$ cat config.mk
export PLATFORM = sky130hd
export DESIGN_NAME = reg_write_arbiter
export DESIGN_NICKNAME = d
export VERILOG_FILES = /design/src/rtl/reg_write_arbiter.sv
export SDC_FILE = /design/constraint.sdc
export NUM_CORES = 1
export LEC_CHECK = 0
export ABC_AREA = 0
export BUFFER_PORTS_ARGS = -buffer_cell sky130_fd_sc_hd__buf_2
export CELL_PAD_IN_SITES_DETAIL_PLACEMENT = 1
export CELL_PAD_IN_SITES_GLOBAL_PLACEMENT = 1
export CORE_AREA = 10 10 62 64
export CTS_CLUSTER_DIAMETER = 40
export DETAILED_ROUTE_END_ITERATION = 7
export DIE_AREA = 0 0 72 74
export PLACE_DENSITY_LB_ADDON = 0.1
export SYNTH_ARGS = -nofsm -noshare
export SYNTH_HDL_FRONTEND = slang
export SYNTH_SLANG_ARGS = --single-unit
$ cat constraint.sdc
create_clock -name clock -period 1.8 [get_ports clock]
set_input_delay 0.18 -clock clock [delete_from_list [all_inputs] [get_ports clock]]
set_output_delay 0.18 -clock clock [all_outputs]
set_load 0.02 [all_outputs]
$ cat src/rtl/reg_write_arbiter.sv
`default_nettype none
// ============================================================================
// Module      : reg_write_arbiter
// Description : Two-requester round-robin arbiter for a shared register write
//               port. Every write is a one-cycle load pulse followed by an
//               acknowledge phase. All outputs come straight from flops.
// Revision    : 1.0 - initial release
// ============================================================================
module reg_write_arbiter #(
    parameter int WIDTH = 4
) (
    input  logic             clock,
    input  logic             reset,
    input  logic             req_a,
    input  logic [WIDTH-1:0] data_a,
    input  logic             req_b,
    input  logic [WIDTH-1:0] data_b,
    output logic             enabling,
    output logic [WIDTH-1:0] wr_data,
    output logic             gnt_a,
    output logic             gnt_b,
    output logic             done_a,
    output logic             done_b,
    output logic [7:0]       wr_count
);

    localparam logic [2:0] c_IDLE   = 3'd0;
    localparam logic [2:0] c_LOAD_A = 3'd1;
    localparam logic [2:0] c_LOAD_B = 3'd2;
    localparam logic [2:0] c_ACK_A  = 3'd3;
    localparam logic [2:0] c_ACK_B  = 3'd4;

    logic [2:0]       r_state;
    logic [2:0]       w_state_nxt;
    logic             r_ptr;
    logic             r_enabling;
    logic [WIDTH-1:0] r_wr_data;
    logic             r_gnt_a;
    logic             r_gnt_b;
    logic             r_done_a;
    logic             r_done_b;
    logic [7:0]       r_wr_count;
    logic             w_in_load;

    assign w_in_load = (r_state == c_LOAD_A) || (r_state == c_LOAD_B);

    // The pointer only matters when both requests are present in IDLE.
    always_comb begin
        w_state_nxt = r_state;
        case (r_state)
            c_IDLE: begin
                if (req_a && (!req_b || !r_ptr)) begin
                    w_state_nxt = c_LOAD_A;
                end else if (req_b) begin
                    w_state_nxt = c_LOAD_B;
                end
            end
            c_LOAD_A: w_state_nxt = c_ACK_A;
            c_LOAD_B: w_state_nxt = c_ACK_B;
            c_ACK_A:  if (!req_a) w_state_nxt = c_IDLE;
            c_ACK_B:  if (!req_b) w_state_nxt = c_IDLE;
            default:  w_state_nxt = c_IDLE;
        endcase
    end

    // Outputs are decoded from the next state so they are valid in the same
    // cycle the state register enters the corresponding state.
    always_ff @(posedge clock) begin
        if (reset) begin
            r_state    <= c_IDLE;
            r_ptr      <= 1'b0;
            r_enabling <= 1'b0;
            r_wr_data  <= '0;
            r_gnt_a    <= 1'b0;
            r_gnt_b    <= 1'b0;
            r_done_a   <= 1'b0;
            r_done_b   <= 1'b0;
            r_wr_count <= 8'd0;
        end else begin
            r_state    <= w_state_nxt;
            r_enabling <= (w_state_nxt == c_LOAD_A) || (w_state_nxt == c_LOAD_B);
            r_gnt_a    <= (w_state_nxt == c_LOAD_A) || (w_state_nxt == c_ACK_A);
            r_gnt_b    <= (w_state_nxt == c_LOAD_B) || (w_state_nxt == c_ACK_B);
            r_done_a   <= (w_state_nxt == c_ACK_A);
            r_done_b   <= (w_state_nxt == c_ACK_B);
            if (w_state_nxt == c_LOAD_A) begin
                r_wr_data <= data_a;
            end else if (w_state_nxt == c_LOAD_B) begin
                r_wr_data <= data_b;
            end
            if (w_in_load) begin
                r_wr_count <= r_wr_count + 8'd1;
                r_ptr      <= (r_state == c_LOAD_A);
            end
        end
    end

    assign enabling = r_enabling;
    assign wr_data  = r_wr_data;
    assign gnt_a    = r_gnt_a;
    assign gnt_b    = r_gnt_b;
    assign done_a   = r_done_a;
    assign done_b   = r_done_b;
    assign wr_count = r_wr_count;

endmodule
`default_nettype wire

==> flow_summary.ini <==
[floorplanning]
rows = 19
top_level_ports = 29
die_area_sq_um = 5328
core_area_sq_um = 2663
die_x_um = 72
start_util = 0.3506
dieHeight_um = 74

[critical_path]
critPathMaxFanout = 12
required_ps = 2030
path_class = flop to flop
slowest_delay_ps = 540
crit_chain = or3_1 > or2_4 > a311oi_1
reg2regPathDepth = 3
crit_arrival_ps = 1790
end_kind = flop
critPathSlowestCell = or3_1
startpoint_type = flop

[global_route]
grt_max_degree = 23
grt_util_all_layers = 0.09414
grt_pass1_vias = 862
grt_pass1_wl_um = 4091
grt-ovfl-total = 0
antenna_found_initial = 0

[timing]
fin_crit_ps = 1559
setup_viol = 0
clock_skew_ps = 0.7587
maxSlewHeadroom = 0.6723
hold_ws_ps = 85.55
final.period_utilization = 0.8659
setup_ws_ps = 241.3
maxSlewViolCount = 0
worstMarginPinSlew_ps = 486.4
finalHoldViolCount = 0
setup_tns_ps = 0
rsz0062_at_grt = false
max_freq_ghz = 0.6416

[clock_network]
clock_latency_ps = 310
cts_tree = yes
cts_sinks = 21
clock_path_buffers = 2
clkTransAtPathRegs_ps = 120
cts_setup_buffers = 0
post_cts_resized = 0
h-tree-depth = 1
hold_buffers = 0
cts_inserted_buffers = 3
clockRootBuffer = clkbuf_4

[routing]
wire_per_inst_um = 15.58
viasPerCell = 5.438
drc = 0
routed_wl_um = 2492
num_vias = 870
ant_nets = 0
dr.pass1.iters = 3
drtIter0Drc = 40

[yosys]
async_flop_share = 0
postSynthCellCount = 100
yosysMostFrequentCell = dfxtp_1
syn-num-nets = 113
synth_edf_count = 0
synth_commonest_cells = dfxtp_1, a21oi_1, o21ai_0
yosysSeqAreaShare = 0.4504
synth_seq_cells = 21
syn_area_per_cell_sq_um = 9.334
yosys_warnings = 0
synthFlopType = dfxtp_1
synth_cell_types = 30
synthesis.area_sq_um = 933.4
yosysTopAreaCell = dfxtp_1
yosys-top-cells-area = dfxtp_1, a21oi_1, o31ai_1, o21ai_0, or4_1
yosysTopAreaCellShare = 0.4504

[placed_design]
dp_slack_ps = 264.1
place_congestion = 0.8170
port_buffers = 28
hpwl_um = 1888

[flow_run]
cap_violations = 0

[finish]
nNetsFinal = 143
drive_gt1_frac = 0.3023
num_antenna_cells = 0
post-route-util = 0.4225
syn_to_final_growth_pct = 20.51

[power]
power_density_nw_per_um2 = 1007
peakVddDrop_uv = 494.9
power.leakage_nw = 0.4692
p_total_w = 0.001133

[min_path]
whs_path_depth = 2
hold_path_class = primary input to flop

[outcome]
outcome = finished clean
[power by group]
group	leakage (nW)	switching [W]	internal (W)
clock	0.0150	0.000153	0.0000865
sequential	0.172	0.0000447	0.000519
combinational	0.282	0.000201	0.000129
[cell usage in the layout (no fill, tap or decap), types with 3 or more instances in the layout]
cell type  instances
or4_1              4
o21ai_0            7
clkbuf_4           3
o31ai_1            6
nand4_1            4
nand2_1            3
or3_1              4
buf_2             28
nand2b_1           4
nor3_1             4
a21oi_1           14
dfxtp_1           21
[state kept, by name, indices dropped and copies added (netlist names)]
name      cells
enabling      1
gnt_b         1
wr_count      8
r_ptr         1
wr_data       4
done_b        1
r_state       3
gnt_a         1
done_a        1
[logic make-up after synthesis]
| kind of cell | count (synthesis) | synth area share |
|---|---|---|
| AOI/OAI and AO/OA | 34 | 0.2279 |
| xor gates and xnor gates | 1 | 0.009385 |
| adders and majority gates | 1 | 0.01340 |
| buffers and inverters | 7 | 0.03888 |
| DFF | 21 | 0.4504 |
| and+or+nand+nor | 36 | 0.2600 |
[final cells by class]
class,count,area [sq um]
clock buffers,4,26.28
fillers,331,1538
inverters,2,7.507
multi-input cells,72,476.7
flip-flops and latches,21,420.4
well taps,31,38.79
repair buffers,30,155.1
[path summary, 6_finish.rpt]
check / startpoint / to / slack, ps
max reg2reg: r_state[2] / wr_data[0] / 240
min reg2reg: wr_count[7] / wr_count[7] / 490
min: data_a[2] / wr_data[2] / 90
max: r_state[2] / wr_data[0] / 240
[critical path: cells and delay by family, from the launching register on]
kind	cells	cell delay (ps)
AO/OA/AOI/OAI	1	200
flip-flops	1	420
AND/OR/NAND/NOR	2	860
[stage by stage]
step                      area (sq um)  std cells
final                             1125        160
after global routing              1125        160
after CTS                         1125        160
after detailed placement          1099        156
after global placement            1099        156
after floorplan                  933.4        100
[layer usage]
layer | track usage | vias up | wire, um
li1 | - | 438 | -
met1 | 0.1176 | 414 | 1215
met2 | 0.1402 | 16 | 1131
met3 | 0.03059 | 2 | 130
met4 | 0.05161 | 0 | 15
met5 | 0 | - | 0
Note: power is estimated with default switching activity, not from simulation.
